$ cat config.mk
export PLATFORM = sky130hd
export DESIGN_NAME = branch_cmp_serial_flat
export DESIGN_NICKNAME = d
export VERILOG_FILES = /design/src/rtl/branch_cmp_serial_if.sv /design/src/rtl/branch_cmp_serial.sv /design/src/flat_wrapper.sv
export SDC_FILE = /design/constraint.sdc
export NUM_CORES = 1
export LEC_CHECK = 0
export ABC_CLOCK_PERIOD_IN_PS = 2900
export CORE_UTILIZATION = 35
export CTS_BUF_LIST = sky130_fd_sc_hd__clkbuf_16
export DETAILED_ROUTE_END_ITERATION = 10
export SLEW_MARGIN = 15
export SYNTH_ARGS = -nofsm -noshare
export SYNTH_HDL_FRONTEND = slang
export SYNTH_SLANG_ARGS = --single-unit
$ cat constraint.sdc
create_clock -name clk -period 2.9 [get_ports clk]
set_input_delay 0.435 -clock clk [delete_from_list [all_inputs] [get_ports clk]]
set_output_delay 0.435 -clock clk [all_outputs]
set_load 0.02 [all_outputs]
$ cat src/rtl/branch_cmp_serial_if.sv
// branch_cmp_serial_if: start/busy/done handshake and operand/result bundle for branch_cmp_serial
//   start, funct3, X, Y          : request from the control unit
//   busy, done                   : progress handshake back to the control unit
//   taken, lt, eq, illegal       : registered branch resolution results
interface branch_cmp_serial_if #(parameter int n = 32);
    logic         start;
    logic [2:0]   funct3;
    logic [n-1:0] X;
    logic [n-1:0] Y;
    logic         busy;
    logic         done;
    logic         taken;
    logic         lt;
    logic         eq;
    logic         illegal;
    modport master (output start, funct3, X, Y, input busy, done, taken, lt, eq, illegal);
    modport slave  (input start, funct3, X, Y, output busy, done, taken, lt, eq, illegal);
endinterface

$ cat src/rtl/branch_cmp_serial.sv
// branch_cmp_serial: multi-cycle RV32I branch comparator scanning DIGIT bits per cycle from the MSB
//   clk   : rising-edge clock
//   rst_n : asynchronous active-low reset
//   bus   : slave side of branch_cmp_serial_if (start/funct3/X/Y in, busy/done/taken/lt/eq/illegal out)
module branch_cmp_serial #(
    parameter int n     = 32,
    parameter int DIGIT = 4
) (
    input logic               clk,
    input logic               rst_n,
    branch_cmp_serial_if.slave bus
);
    localparam int NC = n / DIGIT;
    localparam int IW = NC > 1 ? $clog2(NC) : 1;
    typedef enum logic [1:0] {IDLE, SCAN, DONE} state_t;
    state_t         state_q, state_d;
    logic [IW-1:0]  idx_q, idx_d;
    logic [n-1:0]   x_q, x_d, y_q, y_d;
    logic [2:0]     f3_q, f3_d;
    logic           taken_q, taken_d, lt_q, lt_d, eq_q, eq_d, ill_q, ill_d;
    logic [DIGIT-1:0] xc, yc;
    logic           sgn, lt_c, eq_c;
    // Signed compare is folded into capture: flipping the sign bits makes an unsigned scan correct.
    assign sgn  = bus.funct3[2:1] == 2'b10;
    assign xc   = DIGIT'(x_q >> (n - DIGIT - DIGIT * int'(idx_q)));
    assign yc   = DIGIT'(y_q >> (n - DIGIT - DIGIT * int'(idx_q)));
    assign lt_c = xc < yc;
    assign eq_c = xc == yc;
    always_comb begin
        state_d = state_q;
        idx_d   = idx_q;
        x_d     = x_q;
        y_d     = y_q;
        f3_d    = f3_q;
        taken_d = taken_q;
        lt_d    = lt_q;
        eq_d    = eq_q;
        ill_d   = ill_q;
        if (state_q == SCAN) begin
            if (!eq_c || idx_q == IW'(NC - 1)) begin
                state_d = DONE;
                lt_d    = lt_c;
                eq_d    = eq_c;
                ill_d   = !f3_q[2] && f3_q[1];
                taken_d = f3_q[2] ? lt_c ^ f3_q[0] : (f3_q[1] ? 1'b0 : eq_c ^ f3_q[0]);
            end else begin
                idx_d = idx_q + IW'(1);
            end
        end else if (bus.start) begin
            state_d = SCAN;
            idx_d   = '0;
            x_d     = bus.X ^ {sgn, {(n-1){1'b0}}};
            y_d     = bus.Y ^ {sgn, {(n-1){1'b0}}};
            f3_d    = bus.funct3;
        end else begin
            state_d = IDLE;
        end
    end
    always_ff @(posedge clk or negedge rst_n) begin
        if (!rst_n) begin
            state_q <= IDLE;
            idx_q   <= '0;
            x_q     <= '0;
            y_q     <= '0;
            f3_q    <= '0;
            taken_q <= 1'b0;
            lt_q    <= 1'b0;
            eq_q    <= 1'b0;
            ill_q   <= 1'b0;
        end else begin
            state_q <= state_d;
            idx_q   <= idx_d;
            x_q     <= x_d;
            y_q     <= y_d;
            f3_q    <= f3_d;
            taken_q <= taken_d;
            lt_q    <= lt_d;
            eq_q    <= eq_d;
            ill_q   <= ill_d;
        end
    end
    assign bus.busy    = state_q == SCAN;
    assign bus.done    = state_q == DONE;
    assign bus.taken   = taken_q;
    assign bus.lt      = lt_q;
    assign bus.eq      = eq_q;
    assign bus.illegal = ill_q;
endmodule
$ cat src/flat_wrapper.sv
// flat-port wrapper written by rule: the top's interface ports become plain ports
module branch_cmp_serial_flat 
#(
    parameter int n     = 32,
    parameter int DIGIT = 4
)
  (clk, rst_n, bus_start, bus_funct3, bus_X, bus_Y, bus_busy, bus_done, bus_taken, bus_lt, bus_eq, bus_illegal);
  branch_cmp_serial_if #(.n(n)) bus_i ();
  input logic clk;
  input logic rst_n;
  input wire logic [$bits(bus_i.start)-1:0] bus_start;
  input wire logic [$bits(bus_i.funct3)-1:0] bus_funct3;
  input wire logic [$bits(bus_i.X)-1:0] bus_X;
  input wire logic [$bits(bus_i.Y)-1:0] bus_Y;
  output wire logic [$bits(bus_i.busy)-1:0] bus_busy;
  output wire logic [$bits(bus_i.done)-1:0] bus_done;
  output wire logic [$bits(bus_i.taken)-1:0] bus_taken;
  output wire logic [$bits(bus_i.lt)-1:0] bus_lt;
  output wire logic [$bits(bus_i.eq)-1:0] bus_eq;
  output wire logic [$bits(bus_i.illegal)-1:0] bus_illegal;
  assign bus_i.start = bus_start;
  assign bus_i.funct3 = bus_funct3;
  assign bus_i.X = bus_X;
  assign bus_i.Y = bus_Y;
  assign bus_busy = bus_i.busy;
  assign bus_done = bus_i.done;
  assign bus_taken = bus_i.taken;
  assign bus_lt = bus_i.lt;
  assign bus_eq = bus_i.eq;
  assign bus_illegal = bus_i.illegal;
  branch_cmp_serial #(.n(n), .DIGIT(DIGIT)) u_core (.clk(clk), .rst_n(rst_n), .bus(bus_i));
endmodule
**Word-level counts from Yosys, hierarchy flattened**

Index checks and enable logic that the tools add are counted.

- Bits in registers: 76
- Input port bits: 70
- Output and inout port bits: 6
- Logic and storage cells: 42

- Add/sub/neg operators: 2
- Order comparisons: 1
- Equal/unequal tests: 7
- Shift-type cells: 2
- Multiplexer cells: 8
- Bitwise logic cells: 5
- Reduce and logical (&&, ||, !) cells: 8

Operators with widths:

| cell | count |
|---|---|
| 32-bit by 32-bit >> shifter with 4-bit output | 2 |
| 32-bit XOR | 2 |
| 3-bit 2-to-1 mux | 3 |
| 2-bit AND reduction | 3 |
| 5-bit by 5-bit subtractor with 6-bit output (first input constant) | 1 |
| 2-bit == test (second input constant) | 2 |
| 4-bit == test | 1 |
| 4-bit < comparator | 1 |
| 2-bit 2-to-1 mux | 2 |
| 3-bit by 1-bit adder with 3-bit output (second input constant) | 1 |
| 3-bit == test (second input constant) | 1 |
| 1-bit 2-to-1 mux | 3 |
| 2-bit by 1-bit == test with 1-bit output (second input constant) | 1 |
| 1-bit logical NOT | 2 |
| 2-bit by 1-bit inequality test with 1-bit output (second input constant) | 1 |
| 2-bit inequality test (second input constant) | 1 |
| 2-bit nonzero test | 1 |
| 1-bit XOR | 2 |
| 1-bit logical AND | 1 |
| 1-bit logical OR | 1 |
| 1-bit NOT | 1 |

**Logic depth before layout (Yosys ltp)**

- Word-level depth: 7
- Gate-level depth with buffers: 10
- Gate-level depth less buffers: 8

**Least setup slack after synthesis**

OpenSTA, ideal clock, no wires.

- Path type: register -> register
- Start: register u_core.idx_q[0]
- End: register u_core.idx_q[0]
- Library setup time: 127 ps
- Arrival: 2371 ps
- Data required time: 2773 ps
- Path slack: 401 ps
- Stages on the path, launching flop included: 9
- Path buffers: 1
- Period minus slack after synthesis: 2499 ps
- Cells stage by stage: dfrtp_1 > buf_6 > mux4_1 > mux2_2 > ha_1 > nand4_1 > or3_1 > nand3_1 > o21ai_0

- Longest elaborated chain between the ends: 7
- Elaborated cells between the ends (all ways): 12
- Classes of those cells: 2 x add/sub; 3 x eq/ne; 2 x shift; 2 x mux; 3 x reduce/logical

Ends and longest elaborated chain:

| element | RTL line | text |
|---|---|---|
| start: declaration | branch_cmp_serial.sv:17 | `logic [IW-1:0] idx_q, idx_d;` |
| start signal: assignment | branch_cmp_serial.sv:72 | `idx_q <= idx_d;` |
| 5-bit by 5-bit subtractor with 6-bit output | branch_cmp_serial.sv:25, branch_cmp_serial.sv:26 |  |
| 32-bit by 32-bit >> shifter with 4-bit output, on equally long branches | branch_cmp_serial.sv:25, branch_cmp_serial.sv:26 |  |
| 4-bit == test | branch_cmp_serial.sv:28 | `assign eq_c = xc == yc;` |
| 1-bit logical NOT | branch_cmp_serial.sv:40 | `if (!eq_c \|\| idx_q == IW'(NC - 1)) begin` |
| 1-bit logical OR | branch_cmp_serial.sv:40 |  |
| 2-bit inequality test (no source line) | n/a |  |
| 2-bit AND reduction (no source line) | n/a |  |

Several ways; a longest one is shown, not always the timed one. The select of a mux whose other input is x is not followed.
A chain may end at the register's enable or synchronous reset.

**Worst setup path in the final report**

- Start: register u_core.idx_q[0]
- End: register u_core.taken_q, in the netlist u_core.bus.taken

- Longest elaborated chain between the ends: 6
- Elaborated cells between the ends (all ways): 13
- Classes of those cells: 1 x add/sub; 1 x order compare; 2 x eq/ne; 2 x shift; 2 x mux; 2 x bitwise; 3 x reduce/logical

Ends and longest elaborated chain:

| element | RTL line | text |
|---|---|---|
| branches (longest 6 deep; another with 5-bit by 5-bit subtractor with 6-bit output) | n/a |  |
| end signal: assignment | branch_cmp_serial.sv:76 | `taken_q <= taken_d;` |
| end: declaration | branch_cmp_serial.sv:20 | `logic taken_q, taken_d, lt_q, lt_d, eq_q, eq_d, ill_q, ill_d;` |

Parallel ways; which one is timed is not known.

==> metrics.yaml <==
rrSetupSlack_ns: 0.29
fin_ws_ns: 0.295
grt_usage: 0.148
path_buf_inv: 3
fin_nets: 386
crit_chain: "buf_4, mux4_2, mux2_2, ha_1, nand4_1, buf_4, o21ai_2, inv_1, o21ai_0, o22ai_1"
clock_path_buffers: 2
synth_async_sr_flop_share: 1.00
die_h_um: 102
maxSlewHeadroom: 0.369
cts_hold_buf: 0
postSynthAreaPerCell_um2: 15.3
cts_resized: 0
drt-initial-drc-count: 92
wire_per_inst_um: 15.4
tns_ns: 0
startpoint_type: "flip-flop"
vias: 2144
hold_viol_final: 0
cp_slowest_cell: "mux4_2"
rsz0062_at_grt: "no"
netlist_instances: 229
dpl_cell_area_mm2: 0.00441
crit_required_ns: 3.11
htree_levels: 3
path_clk_slew_ns: 0.06
cap_violations: 0
crit_start: "u_core.idx_q[0]"
drv_slew: 0
synth_area_mm2: 0.00351
root_buffer: "clkbuf_16"
clock-sinks: 76
dieWidth_um: 102
finClkSkew_ns: 0.00611
synth.area.mux_share: 0.342
mostFrequentLayoutCell: "dfrtp_1"
period_minus_slack_ns: 2.61
ys_warn_count: 0
clock_latency_ns: 0.33
yosysSeqAreaShare: 0.542
cts_setup_buffers: 0
numCtsBuffers: 9
path_depth: 10
synth_top_area_frac: 0.542
path_class: "reg -> reg"
synth.net_count: 305
tightest_slew_ns: 0.947
r2r_end: "u_core.bus.taken"
end_kind: "flip-flop"
initial_core_util: 0.360
grt_max_degree: 77
drive_above_1_share: 0.333
overflow: 0
yosys.area_share.simple: 0.0360
hold_class: "in -> async"
synth_top_cell_by_area: "dfrtp_1"
synth_top_family_by_area: "multiplexers"
crit_path_end: "u_core.bus.taken"
fmax_mhz: 384
fin_crit_sh: 0.898
pre_cts_ws_ns: 0.285
grt_antenna_before_repair: 0
post_synth_xor_area_fraction: 0.00749
netlist_top_cells_area: "dfrtp_1 54%, mux2_2 22%, mux4_2 6.4%, mux4_1 4.5%, ha_1 2.1%"
dieArea_mm2: 0.0104
r2r_cells: 10
synth_ff_type: "dfrtp_1"
p_leak_nw: 1.91
reg2reg_from: "u_core.idx_q[0]"
via_per_inst: 4.79
numPortBuffers: 75
design_area_mm2: 0.00470
place.detailed.hpwl_um: 4810
synth-seq-cells: 76
cp_max_fo: 13
synth_compound_area_frac: 0.0282
critPathMostFrequentCell: "buf_4"
coreArea_mm2: 0.00973
drc: 0
gp_congestion: 0.702
syn_to_final_growth_pct: 34.0
design.portCount: 76
ant_nets: 0
wirelength_um: 6880
worst_path_largest_cell_delay_ns: 0.54
yosys.area_share.adder: 0.0214
yosys.cell_types.count: 30
fin_util: 0.483
cts_tree: "yes"
antenna_cells: 0
arrival_ns: 2.81
crit_family: "multiplexers"
final_cell_mix: "76 x dfrtp_1, 74 x clkdlybuf4s50_1, 69 x mux2_2, 10 x mux4_2, 10 x nand2_1"
power.density_mw_per_mm2: 896
firstDrtPassIters: 4
grt_pass1_vias: 2229
ir_worst_vdd_mv: 0.342
status: "finished clean"
grt_first_pass_wirelength_um: 11400
rows: 36
setup_viol: 0
synth_edf_count: 0
[flip-flops by register name, summed over array words and instances (netlist names)]
name                flops
u_core.x_q             32
u_core.y_q             32
u_core.f3_q             3
u_core.idx_q            3
u_core.state_q          2
u_core.bus.eq           1
u_core.bus.illegal      1
u_core.bus.lt           1
u_core.bus.taken        1
[cells in the mapped netlist, types with 2 or more instances]
cell type	instances
mux4_1	6
nand2b_1	2
dfrtp_1	76
nor2_1	2
inv_1	2
nand2_1	10
mux2_2	69
o21ai_0	5
nor2b_1	3
buf_6	2
buf_2	9
xnor2_1	3
a21oi_1	3
mux4_2	10
ha_1	6
nand3_1	4
mux2i_1	4
[area by class of cell]
| type | instances | area, um^2 |
|---|---|---|
| Inverter | 2 | 7.51 |
| Tap cell | 133 | 166 |
| Timing Repair Buffer | 82 | 801 |
| Fill cell | 875 | 5030 |
| Sequential cell | 76 | 1900 |
| Clock buffer | 9 | 225 |
| Clock inverter | 7 | 67.6 |
| Multi-Input combinational cell | 139 | 1530 |
[power breakdown]
group          switching (mW)  leakage [nW]  internal [mW]  total, mW
Sequential              0.214         0.899           1.46       1.68
Combinational           0.567         0.871          0.875       1.44
Clock                   0.429         0.139          0.661       1.09
Total                    1.21          1.91           3.00       4.21
[routing by layer]
layer	GRT usage	part of all wire	routed length (um)
met4	0.0495	0.015	104
met2	0.218	0.46	3200
met5	0	0	0
met3	0.0445	0.050	343
met1	0.208	0.47	3230
[how the worst min path moves through the flow]
| stage | endpoint | slack (ns) | cells past startpoint | startpoint |
|---|---|---|---|---|
| after floorplan | u_core.bus.eq | 0.14 | 0 | rst_n |
| after global placement | u_core.x_q[31] | 0.47 | 2 | u_core.x_q[31] |
| after detailed placement | u_core.x_q[31] | 0.48 | 2 | u_core.x_q[31] |
| after CTS | u_core.y_q[27] | 0.30 | 1 | rst_n |
| after global routing | u_core.y_q[27] | 0.34 | 1 | rst_n |
| final | u_core.y_q[27] | 0.25 | 1 | rst_n |
[through the flow]
step | power (mW) | cells | hold WS, ns
CTS | 4.26 | 448 | 0.300
floorplan | 2.69 | 229 | 0.139
global placement | 3.13 | 432 | 0.469
finish | 4.21 | 448 | 0.254
detailed placement | 3.16 | 432 | 0.481
global route | 4.49 | 448 | 0.337
[cells by family after synthesis]
| family | Yosys count |
|---|---|
| adder cells (fa/ha/maj) | 6 |
| multiplexers | 89 |
| AND/OR/NAND/NOR | 26 |
| flip-flops | 76 |
| XOR/XNOR | 3 |
| buffers and inverters | 14 |
| AO/OA/AOI/OAI | 15 |
[worst register-to-register path: cells and delay by family (launching register included)]
| kind | cells | cell delay, ns |
|---|---|---|
| AND/OR/NAND/NOR | 1 | 0.13 |
| multiplexers | 2 | 0.82 |
| AO/OA/AOI/OAI | 3 | 0.37 |
| flip-flops | 1 | 0.34 |
| adder cells (fa/ha/maj) | 1 | 0.32 |
| buffers and inverters | 3 | 0.51 |
Power figures use the tool's default switching activity.
